### src/rtl/gpwr_pkg.sv
// gpwr_pkg: shared types and constants for the general-purpose register file
// write-port arbiter (gp_wrport_arb) and its round-robin picker.
package gpwr_pkg;

    typedef logic [4:0] regno_t;

    // Writes to r0 are architecturally discarded.
    localparam regno_t REG_ZERO = 5'd0;

    localparam int unsigned WID_DEF = 128;

    // One regfile write port as seen by the regfile (data width fixed at WID_DEF).
    typedef struct packed {
        logic                v;
        regno_t              wa;
        logic [WID_DEF-1:0]  d;
    } wrport_t;

endpackage

### src/rtl/gp_wrport_arb_if.sv
// gp_wrport_arb_if: bundles the requester side (hold, req_*) and the two
// registered regfile write ports (wr0/wa0/i0, wr1/wa1/i1) of gp_wrport_arb.
//   slave  : arbiter view (consumes requests, drives req_rdy and write ports)
//   master : requester/regfile view
interface gp_wrport_arb_if #(
    parameter int unsigned NREQ = 4,
    parameter int unsigned WID  = 128
);
    import gpwr_pkg::*;

    logic                  hold;
    logic [NREQ-1:0]       req_v;
    logic [NREQ*5-1:0]     req_wa;
    logic [NREQ*WID-1:0]   req_d;
    logic [NREQ-1:0]       req_rdy;
    logic                  wr0;
    regno_t                wa0;
    logic [WID-1:0]        i0;
    logic                  wr1;
    regno_t                wa1;
    logic [WID-1:0]        i1;

    modport slave (
        input  hold, req_v, req_wa, req_d,
        output req_rdy, wr0, wa0, i0, wr1, wa1, i1
    );

    modport master (
        output hold, req_v, req_wa, req_d,
        input  req_rdy, wr0, wa0, i0, wr1, wa1, i1
    );
endinterface

### src/rtl/gpwr_rr_pick.sv
// gpwr_rr_pick: combinational rotate-scan. Returns the index of the first set
// bit of req_i at or after ptr_i (wrapping modulo N) and a found flag.
//   req_i   : candidate vector
//   ptr_i   : scan start position
//   found_o : some bit of req_i is set
//   idx_o   : index of the selected bit (0 when none found)
module gpwr_rr_pick #(
    parameter int unsigned N  = 4,
    parameter int unsigned PW = (N > 1) ? $clog2(N) : 1
) (
    input  logic [N-1:0]  req_i,
    input  logic [PW-1:0] ptr_i,
    output logic          found_o,
    output logic [PW-1:0] idx_o
);
    always_comb begin
        int unsigned k;
        found_o = 1'b0;
        idx_o   = '0;
        k       = 0;
        for (int unsigned i = 0; i < N; i++) begin
            k = (int'(ptr_i) + i) % N;
            if (!found_o && req_i[k]) begin
                found_o = 1'b1;
                idx_o   = k[PW-1:0];
            end
        end
    end
endmodule

### src/rtl/gp_wrport_arb.sv
// gp_wrport_arb: arbitrates NREQ writeback requesters onto the two write ports
// of the general-purpose register file with round-robin fairness.
//   clk, rst : clock and synchronous active-high reset
//   bus      : gp_wrport_arb_if.slave (hold, req_v/wa/d in; req_rdy, wr/wa/i out)
// Writes to r0 are acknowledged without using a port. Port 1 never carries the
// same register as port 0 in one cycle. Write ports are registered.
// Optional build macro GPWR_PERF_EN adds perf_grants/perf_conflicts/perf_stalls.
module gp_wrport_arb
    import gpwr_pkg::*;
#(
    parameter int unsigned NREQ = 4,
    parameter int unsigned WID  = 128
) (
    input  logic           clk,
    input  logic           rst,
    gp_wrport_arb_if.slave bus
`ifdef GPWR_PERF_EN
    ,
    output logic [31:0]    perf_grants,
    output logic [31:0]    perf_conflicts,
    output logic [31:0]    perf_stalls
`endif
);
    localparam int unsigned PTRW = (NREQ > 1) ? $clog2(NREQ) : 1;

    logic [PTRW-1:0] rr_ptr_q, rr_ptr_d;
    logic            wr0_q, wr0_d, wr1_q, wr1_d;
    regno_t          wa0_q, wa0_d, wa1_q, wa1_d;
    logic [WID-1:0]  i0_q, i0_d, i1_q, i1_d;

    logic [NREQ-1:0] elig, zero, mask1;
    logic            found0, found1;
    logic [PTRW-1:0] idx0, idx1;
    regno_t          wa_g0;

    always_comb begin
        for (int k = 0; k < NREQ; k++) begin
            elig[k] = bus.req_v[k] && (bus.req_wa[5*k +: 5] != REG_ZERO) && !bus.hold && !rst;
            zero[k] = bus.req_v[k] && (bus.req_wa[5*k +: 5] == REG_ZERO) && !bus.hold && !rst;
        end
    end

    gpwr_rr_pick #(.N(NREQ), .PW(PTRW)) u_pick0 (
        .req_i   (elig),
        .ptr_i   (rr_ptr_q),
        .found_o (found0),
        .idx_o   (idx0)
    );

    assign wa_g0 = bus.req_wa[5*int'(idx0) +: 5];

    // Port-1 candidates: everything after g0 in scan order except same-register
    // writers, so scanning from rr_ptr again yields the next one after g0.
    always_comb begin
        for (int k = 0; k < NREQ; k++) begin
            mask1[k] = elig[k] && (k != int'(idx0)) && (bus.req_wa[5*k +: 5] != wa_g0);
        end
    end

    gpwr_rr_pick #(.N(NREQ), .PW(PTRW)) u_pick1 (
        .req_i   (mask1),
        .ptr_i   (rr_ptr_q),
        .found_o (found1),
        .idx_o   (idx1)
    );

    always_comb begin
        bus.req_rdy = zero;
        if (found0) bus.req_rdy[idx0] = 1'b1;
        if (found1) bus.req_rdy[idx1] = 1'b1;

        rr_ptr_d = rr_ptr_q;
        if (found1) begin
            rr_ptr_d = (int'(idx1) == NREQ - 1) ? '0 : idx1 + 1'b1;
        end else if (found0) begin
            rr_ptr_d = (int'(idx0) == NREQ - 1) ? '0 : idx0 + 1'b1;
        end

        wr0_d = found0;
        wa0_d = wa0_q;
        i0_d  = i0_q;
        if (found0) begin
            wa0_d = wa_g0;
            i0_d  = bus.req_d[WID*int'(idx0) +: WID];
        end

        wr1_d = found1;
        wa1_d = wa1_q;
        i1_d  = i1_q;
        if (found1) begin
            wa1_d = bus.req_wa[5*int'(idx1) +: 5];
            i1_d  = bus.req_d[WID*int'(idx1) +: WID];
        end
    end

    always_ff @(posedge clk) begin
        if (rst) begin
            rr_ptr_q <= '0;
            wr0_q    <= 1'b0;
            wa0_q    <= REG_ZERO;
            i0_q     <= '0;
            wr1_q    <= 1'b0;
            wa1_q    <= REG_ZERO;
            i1_q     <= '0;
        end else begin
            rr_ptr_q <= rr_ptr_d;
            wr0_q    <= wr0_d;
            wa0_q    <= wa0_d;
            i0_q     <= i0_d;
            wr1_q    <= wr1_d;
            wa1_q    <= wa1_d;
            i1_q     <= i1_d;
        end
    end

    assign bus.wr0 = wr0_q;
    assign bus.wa0 = wa0_q;
    assign bus.i0  = i0_q;
    assign bus.wr1 = wr1_q;
    assign bus.wa1 = wa1_q;
    assign bus.i1  = i1_q;

`ifdef GPWR_PERF_EN
    logic [31:0]     perf_grants_q, perf_grants_d;
    logic [31:0]     perf_conflicts_q, perf_conflicts_d;
    logic [31:0]     perf_stalls_q, perf_stalls_d;
    logic [NREQ-1:0] pend, granted;
    logic            conflict;

    // Stalls count pending non-zero writes even while hold masks eligibility.
    always_comb begin
        conflict = 1'b0;
        granted  = '0;
        if (found0) granted[idx0] = 1'b1;
        if (found1) granted[idx1] = 1'b1;
        for (int k = 0; k < NREQ; k++) begin
            pend[k] = bus.req_v[k] && (bus.req_wa[5*k +: 5] != REG_ZERO) && !rst;
            if (elig[k] && (k != int'(idx0)) && (bus.req_wa[5*k +: 5] == wa_g0)) begin
                conflict = 1'b1;
            end
        end
        perf_grants_d    = perf_grants_q + 32'(found0) + 32'(found1);
        perf_conflicts_d = perf_conflicts_q + 32'(conflict);
        perf_stalls_d    = perf_stalls_q + 32'(|(pend & ~granted));
    end

    always_ff @(posedge clk) begin
        if (rst) begin
            perf_grants_q    <= '0;
            perf_conflicts_q <= '0;
            perf_stalls_q    <= '0;
        end else begin
            perf_grants_q    <= perf_grants_d;
            perf_conflicts_q <= perf_conflicts_d;
            perf_stalls_q    <= perf_stalls_d;
        end
    end

    assign perf_grants    = perf_grants_q;
    assign perf_conflicts = perf_conflicts_q;
    assign perf_stalls    = perf_stalls_q;
`endif

endmodule

### src/flat_wrapper.sv
// flat-port wrapper written by rule: the top's interface ports become plain ports
module gp_wrport_arb_flat import gpwr_pkg::*;
#(
    parameter int unsigned NREQ = 4,
    parameter int unsigned WID  = 128
)
  (clk, rst, bus_hold, bus_req_v, bus_req_wa, bus_req_d, bus_req_rdy, bus_wr0, bus_wa0, bus_i0, bus_wr1, bus_wa1, bus_i1);
  gp_wrport_arb_if #(.NREQ(NREQ), .WID(WID)) bus_i ();
  input  logic clk;
  input  logic rst;
  input wire logic [$bits(bus_i.hold)-1:0] bus_hold;
  input wire logic [$bits(bus_i.req_v)-1:0] bus_req_v;
  input wire logic [$bits(bus_i.req_wa)-1:0] bus_req_wa;
  input wire logic [$bits(bus_i.req_d)-1:0] bus_req_d;
  output wire logic [$bits(bus_i.req_rdy)-1:0] bus_req_rdy;
  output wire logic [$bits(bus_i.wr0)-1:0] bus_wr0;
  output wire logic [$bits(bus_i.wa0)-1:0] bus_wa0;
  output wire logic [$bits(bus_i.i0)-1:0] bus_i0;
  output wire logic [$bits(bus_i.wr1)-1:0] bus_wr1;
  output wire logic [$bits(bus_i.wa1)-1:0] bus_wa1;
  output wire logic [$bits(bus_i.i1)-1:0] bus_i1;
  assign bus_i.hold = bus_hold;
  assign bus_i.req_v = bus_req_v;
  assign bus_i.req_wa = bus_req_wa;
  assign bus_i.req_d = bus_req_d;
  assign bus_req_rdy = bus_i.req_rdy;
  assign bus_wr0 = bus_i.wr0;
  assign bus_wa0 = bus_i.wa0;
  assign bus_i0 = bus_i.i0;
  assign bus_wr1 = bus_i.wr1;
  assign bus_wa1 = bus_i.wa1;
  assign bus_i1 = bus_i.i1;
  gp_wrport_arb #(.NREQ(NREQ), .WID(WID)) u_core (.clk(clk), .rst(rst), .bus(bus_i));
endmodule
### config.mk
export PLATFORM = sky130hd
export DESIGN_NAME = gp_wrport_arb_flat
export DESIGN_NICKNAME = d
export VERILOG_FILES = /design/src/rtl/gpwr_pkg.sv /design/src/rtl/gp_wrport_arb_if.sv /design/src/rtl/gpwr_rr_pick.sv /design/src/rtl/gp_wrport_arb.sv /design/src/flat_wrapper.sv
export SDC_FILE = /design/constraint.sdc
export NUM_CORES = 1
export LEC_CHECK = 0
export ABC_CLOCK_PERIOD_IN_PS = 9600
export CAP_MARGIN = 30
export CORE_AREA = 5 5 315 317
export DETAILED_ROUTE_END_ITERATION = 10
export DIE_AREA = 0 0 320 322
export PLACE_DENSITY = 0.44
export SETUP_SLACK_MARGIN = 0.2
export SLEW_MARGIN = 20
export SYNTH_ARGS = -nofsm -noshare
export SYNTH_HDL_FRONTEND = slang
export SYNTH_SLANG_ARGS = --single-unit
### constraint.sdc
create_clock -name clk -period 9.6 [get_ports clk]
set_clock_uncertainty 0.2 [all_clocks]
set_input_delay 1.92 -clock clk [delete_from_list [all_inputs] [get_ports clk]]
set_output_delay 1.92 -clock clk [all_outputs]
set_load 0.03 [all_outputs]
# Yosys cells after proc, flatten, opt, wreduce, memory -nomap -nowiden
# Index checks and enable logic that the tools add are counted.
# Widths: inputs -> output; s select.
dict set report word_totals {
  elab_cells 137
  output_inout_bits 272
  register_bits 270
}
dict set report op_classes {
  addsub 5
  eq_ne 9
  bitwise 2
  mul 2
  magnitude_cmp 8
  n_mux 42
  shifts 4
  n_reduce_logical 58
}
# operator count
set op_table {}
lappend op_table {{$shiftx 512x10->128} 2}
lappend op_table {{$shiftx 20x32->5} 2}
lappend op_table {{$logic_and 1x1->1} 40}
lappend op_table {{$mux 2} 12}
lappend op_table {{$logic_not 5->1} 4}
lappend op_table {{$ne 5x5->1} 4}
lappend op_table {{$reduce_bool 5->1} 4}
lappend op_table {{$lt 2x3->1 const B} 6}
lappend op_table {{$mux 1} 18}
lappend op_table {{$bmux 1 s2} 8}
lappend op_table {{$mul 3x2->5 const A} 2}
lappend op_table {{$logic_not 1->1} 8}
lappend op_table {{$mux 4} 2}
lappend op_table {{$or 4x4->4} 2}
lappend op_table {{$add 2x1->2 const B} 3}
lappend op_table {{$add 2x2->2 const B} 2}
lappend op_table {{$demux 1 s2} 2}
lappend op_table {{$eq 2x2->1 const B} 2}
lappend op_table {{$ge 2x1->1 const B} 2}
lappend op_table {{$ne 2x2->1 const A} 2}
lappend op_table {{$reduce_bool 2->1} 2}
lappend op_table {{$ne 1x2->1 const A} 1}

# Depth between registers and ports, before layout
dict set report depth {
  word_depth 38
  depth_mapped 23
  ltp_nobuf 15
}

# By module
# Synthesis repeated with hierarchy kept, for this count alone.
dict set report hier_totals {
  cells_unflattened 1366
  area_unflattened_um2 16757.3
}
# module seq_area_each_um2 cells_per_inst area_per_inst_um2 n_inst
set by_module_without_submodules {}
lappend by_module_without_submodules {gp_wrport_arb 5405.2 1336 16602.2 1}
lappend by_module_without_submodules {gpwr_rr_pick 0.0 15 77.6 2}

# Least setup slack after synthesis
# Ideal clock, no wire load.
dict set report synth_path {
  path_kind {input-to-output}
  start {input bus_req_wa[10]}
  end {output bus_req_rdy[0]}
  arrival_ps 5986
  slack_ps 1494
  stages 23
  path_buffers 8
  path_cell_list {buf_2 -> or4_4 -> o211ai_2 -> o22ai_1 -> and2_1 -> buf_4 -> nor2_8 -> inv_4 -> clkbuf_1 -> clkbuf_1 -> ha_1 -> nor3_1 -> a21o_1 -> o22ai_1 -> buf_4 -> nor2b_1 -> buf_6 -> buf_6 -> buf_6 -> inv_1 -> ha_1 -> a222oi_1 -> inv_1}
}
dict set report synth_via {
  elab_chain_len 38
  word_cells_on_any_way 80
  cone_classes {mul: 1; order compare: 4; eq/ne: 7; shift: 1; mux: 38; bitwise: 2; reduce/logical: 27}
}
# element line_no
set synth_lines {}
lappend synth_lines {{from (decl)} flat_wrapper.sv:13} ;# input wire logic [$bits(bus_i.req_wa)-1:0] bus_req_wa;
lappend synth_lines {{$reduce_bool 5->1} gp_wrport_arb.sv:38} ;# elig[k] = bus.req_v[k] && (bus.req_wa[5*k +: 5] != REG_ZERO) && !bus.hold && !rst;
lappend synth_lines {{$logic_and 1x1->1 (3 in series)} gp_wrport_arb.sv:38}
lappend synth_lines {{$bmux 1 s2} gpwr_rr_pick.sv:23} ;# if (!found_o && req_i[k]) begin
lappend synth_lines {{$mux 1 (implied by the code)} gpwr_rr_pick.sv:23}
lappend synth_lines {{$mux 1} gpwr_rr_pick.sv:23}
lappend synth_lines {{$logic_not 1->1} gpwr_rr_pick.sv:23}
lappend synth_lines {{$logic_and 1x1->1} gpwr_rr_pick.sv:23}
lappend synth_lines {{$mux 1} gpwr_rr_pick.sv:23}
lappend synth_lines {{[20 not listed]} -}
lappend synth_lines {{$logic_and 1x1->1} gpwr_rr_pick.sv:23}
lappend synth_lines {{$mux 2} gpwr_rr_pick.sv:23}
lappend synth_lines {{$lt 2x3->1 (implied by the code) / $ge 2x1->1 (equally long branches)} gp_wrport_arb.sv:70} ;# if (found1) bus.req_rdy[idx1] = 1'b1;
lappend synth_lines {{$logic_and 1x1->1 (implied by the code)} gp_wrport_arb.sv:70}
lappend synth_lines {{$mux 1 (implied by the code)} gp_wrport_arb.sv:70}
lappend synth_lines {{$demux 1 s2} -}
lappend synth_lines {{$or 4x4->4 (no line)} -}
lappend synth_lines {{$mux 4 (*)} gp_wrport_arb.sv:70}
lappend synth_lines {{to (decl)} flat_wrapper.sv:15} ;# output wire logic [$bits(bus_i.req_rdy)-1:0] bus_req_rdy;
# Every way passes the cells marked *; elsewhere a longest branch is shown, timed or not. The select of a mux whose other input is x is not followed.

# Final worst setup path
dict set report layout_path {
  start {input bus_req_wa[13]}
  end {output bus_req_rdy[0]}
}
# The elaborated chain is that of the path after synthesis.

==> flow_summary.rst <==
.. list-table::
   :header-rows: 1

   * - Metric
     - Value
   * - Outcome
     - complete, no violations
   * - Primary FF master, synth
     - dfxtp_1
   * - DRC errors left
     - 0
   * - Time the worst path needs with I/O delays and setup
     - 9.19 ns
   * - Final worst-path cycle share
     - 0.958
   * - Top cells by area in the synthesized netlist
     - dfxtp_1, nand2_1, nand3_1
   * - GRT Total Usage
     - 0.198
   * - Setup repair after global routing missed its margin
     - no
   * - Area of the core region
     - 96000 um^2
   * - Final Net Count
     - 3616
   * - Endpoint class of the critical path
     - primary output
   * - Final standard cell utilization of the core
     - 0.293
   * - Sequential fraction of the synthesis area
     - 0.309
   * - Vertical die dimension
     - 322 um
   * - Via count of the first global-routing pass
     - 20300
   * - Number of distinct standard cells referenced by the synthesized netlist
     - 61
   * - Share of final-layout standard cells stronger than drive strength 1
     - 0.0817
   * - Worst-Skew Late Latency
     - 0.57 ns
   * - Clock transition time at the flip-flop clock pins of the worst setup and hold paths
     - 0.06 ns
   * - Routed Wire Length
     - 108000 um
   * - Worst hold path depth
     - 2
   * - Count of routing violations after the opening detailed-route iteration
     - between 1000 and 1500
   * - Cell at the root of the clock tree
     - clkbuf_16
   * - Area taken by multi-input logic gates
     - 11100 um^2
   * - Buffers from clock root to sink, at most
     - 3
   * - Sum of overflow across all layers after global routing
     - 0
   * - Post-DR vias/cell
     - 4.70
   * - GPL Wtd Cong
     - 0.856
   * - Remaining antenna violation count
     - 0
   * - Synthesized area per cell
     - 7.31 um^2
   * - Initial core utilization
     - 0.182
   * - Yosys Warn Count
     - 0
   * - Share of the synthesized area in the top cell type
     - 0.309
   * - Critical path type
     - in -> out
   * - Number of antenna violations at the first check in global routing
     - 21
   * - Number of setup violations in the final report
     - 0
   * - Via count of the routed design
     - 20600
   * - Required time of the worst setup path
     - between 7 and 8 ns
   * - Register bit total from synthesis
     - 270
   * - Number of enable flip-flop cells after synthesis
     - 0
   * - Number of optimization iterations in the first detailed-route pass
     - 5
   * - Number of levels the H-tree was split into
     - 2
   * - Slew at the pin closest to its max-slew limit
     - about 1.1 ns
   * - Summed area of non-filler cells in the final layout
     - 28100 um^2
   * - Fin. max-slew vios
     - 0
   * - Power density over the cells
     - 174 nW/um^2
   * - Number of clock sinks
     - 270
   * - Data arrival at the endpoint of the critical path
     - about 7 ns
   * - Number of hold violations in the final report
     - 0
   * - Proportion of register bits with asynchronous set or reset after synthesis
     - 0
   * - Number of nets in the synthesized netlist
     - 2938
   * - Hold/Removal Path Class
     - reg -> reg
   * - Layout area overhead
     - 60.9%
   * - Cell Area, Placed
     - 26700 um^2
   * - Gate count after technology mapping
     - 2391
   * - Clock tree from TritonCTS
     - yes
   * - Largest net degree at the start of global routing
     - 178
   * - Post-DR wirelength/cell
     - approximately 25 um
   * - Width of the die
     - 320 um
   * - Max capacitance violation total
     - 0
   * - IO Pins
     - 811
   * - Placement Rows
     - 114
   * - Largest area contributor in the netlist
     - dfxtp_1
   * - Mapped cell area
     - about 17000 um^2
   * - Total die area
     - 103000 um^2
   * - Highest clock rate
     - between 100 and 150 MHz
   * - Filler instances
     - 10400
   * - Reg area
     - 5410 um^2
   * - Worst Reg-to-Reg Cells
     - 15
   * - Final HPWL from detailed placement
     - 77000 um
   * - Element type at the critical path start
     - input port
   * - Input/output buffers
     - 810
   * - First-pass GRT wire length
     - 153000 um
   * - Crit-path max FO
     - 11
   * - Number of clock buffers inserted by TritonCTS
     - 40
   * - Worst vdd rail ir drop
     - 0.142 mV
   * - Leak pwr
     - 11.3 nW
   * - Hold-fix buffers, CTS
     - 0
   * - Final total negative setup slack
     - 0 ns
   * - Relative slew slack
     - 0.258
==> logic make-up (layout without fill, tap and decap cells) <==
| logic type | after synthesis | in the layout | synth area share |
|---|---|---|---|
| compound gates | 328 | 328 | 0.141 |
| xor+xnor | 22 | 22 | 0.0110 |
| fa+ha+maj | 8 | 8 | 0.00573 |
| buf+inv | 243 | 945 | 0.0593 |
| flops | 270 | 270 | 0.309 |
| mux | 272 | 272 | 0.170 |
| other cells | 0 | 8 | 0 |
| simple gates | 1248 | 1250 | 0.303 |
==> registers in the layout, summed over array words and instances, names as in the netlist <==
register         count
u_core.bus.i1      128
u_core.bus.wr0       1
u_core.bus.wa1       5
u_core.rr_ptr_q      2
u_core.bus.i0      128
u_core.bus.wr1       1
u_core.bus.wa0       5
==> layout make-up <==
cell class | instances | area share
diodes | 8 | 0.000712
inverters | 17 | 0.00316
multi-input cells | 1880 | 0.396
repair buffers | 860 | 0.305
clock buffers | 53 | 0.0406
well taps | 1276 | 0.0568
flip-flops and latches | 270 | 0.192
clock inverters | 15 | 0.00556
==> cell usage in the layout (no fill, tap or decap), types with 4 or more instances in the layout <==
cell             instances
clkinv_2                10
clkbuf_8                 7
o22ai_1                  4
inv_1                   14
o211ai_1                12
a221o_1                135
clkdlybuf4s50_1        805
a21oi_1                138
xor2_1                  10
dfxtp_1                270
ha_1                     8
or4_4                    4
nand2_1                669
nand3_1                397
clkbuf_16               41
mux2_4                  23
mux2_1                  23
clkbuf_1                 5
xnor2_1                 12
mux2i_1                140
diode_2                  8
o21ai_0                  8
buf_12                   7
nor2_1                 144
buf_4                   46
mux2_2                  85
o211a_1                  4
nor3_1                  10
==> synthesized netlist by cell type, types with 3 or more instances <==
cell type	n
buf_4	4
buf_1	24
mux2_1	23
inv_1	15
xnor2_1	12
o21ai_0	8
nor3_1	10
nor3b_1	4
buf_2	43
nor2b_1	4
or4_1	3
xor2_1	10
a21oi_1	138
ha_1	8
mux2_4	23
o211ai_1	12
nand3_1	398
dfxtp_1	270
mux2i_1	140
o22ai_1	5
buf_6	7
o211a_1	4
clkbuf_1	148
a221o_1	135
mux2_2	85
nand2_1	669
nor2_1	145
==> path summary, 6_finish.rpt <==
path | from | slack [ns] | endpoint
max | bus_req_wa[13] | 0.41 | bus_req_rdy[0]
min reg2reg | u_core.bus.i0[79] | 0.25 | u_core.bus.i0[79]
max reg2reg | u_core.rr_ptr_q[1] | 4.25 | u_core.bus.i1[78]
min | u_core.bus.i0[79] | 0.25 | u_core.bus.i0[79]
==> timing repair <==
| action | CTS | global route |
|---|---|---|
| pin swaps | 6 | 3 |
| gates resized for setup | 1 | 7 |
| endpoints found under the setup margin | 1 | 1 |
| gates cloned | 2 | 0 |
| buffers inserted | 5 | 3 |
==> routing by layer <==
layer | vias up | part of all wire | global-route usage
met5 | - | 0.0011 | 0
li1 | 9761 | - | -
met3 | 113 | 0.086 | 0.0603
met4 | 20 | 0.020 | 0.0456
met1 | 9882 | 0.42 | 0.248
met2 | 806 | 0.48 | 0.335
==> critical path, cell delays in order <==
cell,delay (ns)
clkdlybuf4s50_1,0.62
or4_4,0.53
o211ai_2,0.29
o22a_1,0.27
o22ai_4,0.12
buf_4,0.20
nor3_1,0.25
nor3_1,0.11
a311o_1,0.33
o31a_1,0.33
o211ai_1,0.14
buf_4,0.17
nand3_4,0.17
ha_1,0.29
a222oi_1,0.85
buf_4,0.26
inv_1,0.04
buf_4,0.16
==> metrics by stage <==
stage	total power [W]	setup WS [ns]	hold WS [ns]	instances
after floorplan	0.00243	1.49	0.352	2391
final	0.00489	0.407	0.248	4379
after CTS	0.00497	0.337	0.250	4367
after detailed placement	0.00338	-0.0386	0.243	4292
after global placement	0.00339	-0.0779	0.238	4292
after global routing	0.00513	0.217	0.266	4377
==> where the power goes <==
group | internal [W] | total [W] | switching (W)
Combinational | 0.000832 | 0.00194 | 0.00111
Sequential | 0.00130 | 0.00142 | 0.000114
Clock | 0.000910 | 0.00153 | 0.000621
Total | 0.00304 | 0.00489 | 0.00185
No activity file was read; power rests on OpenSTA's default activity.
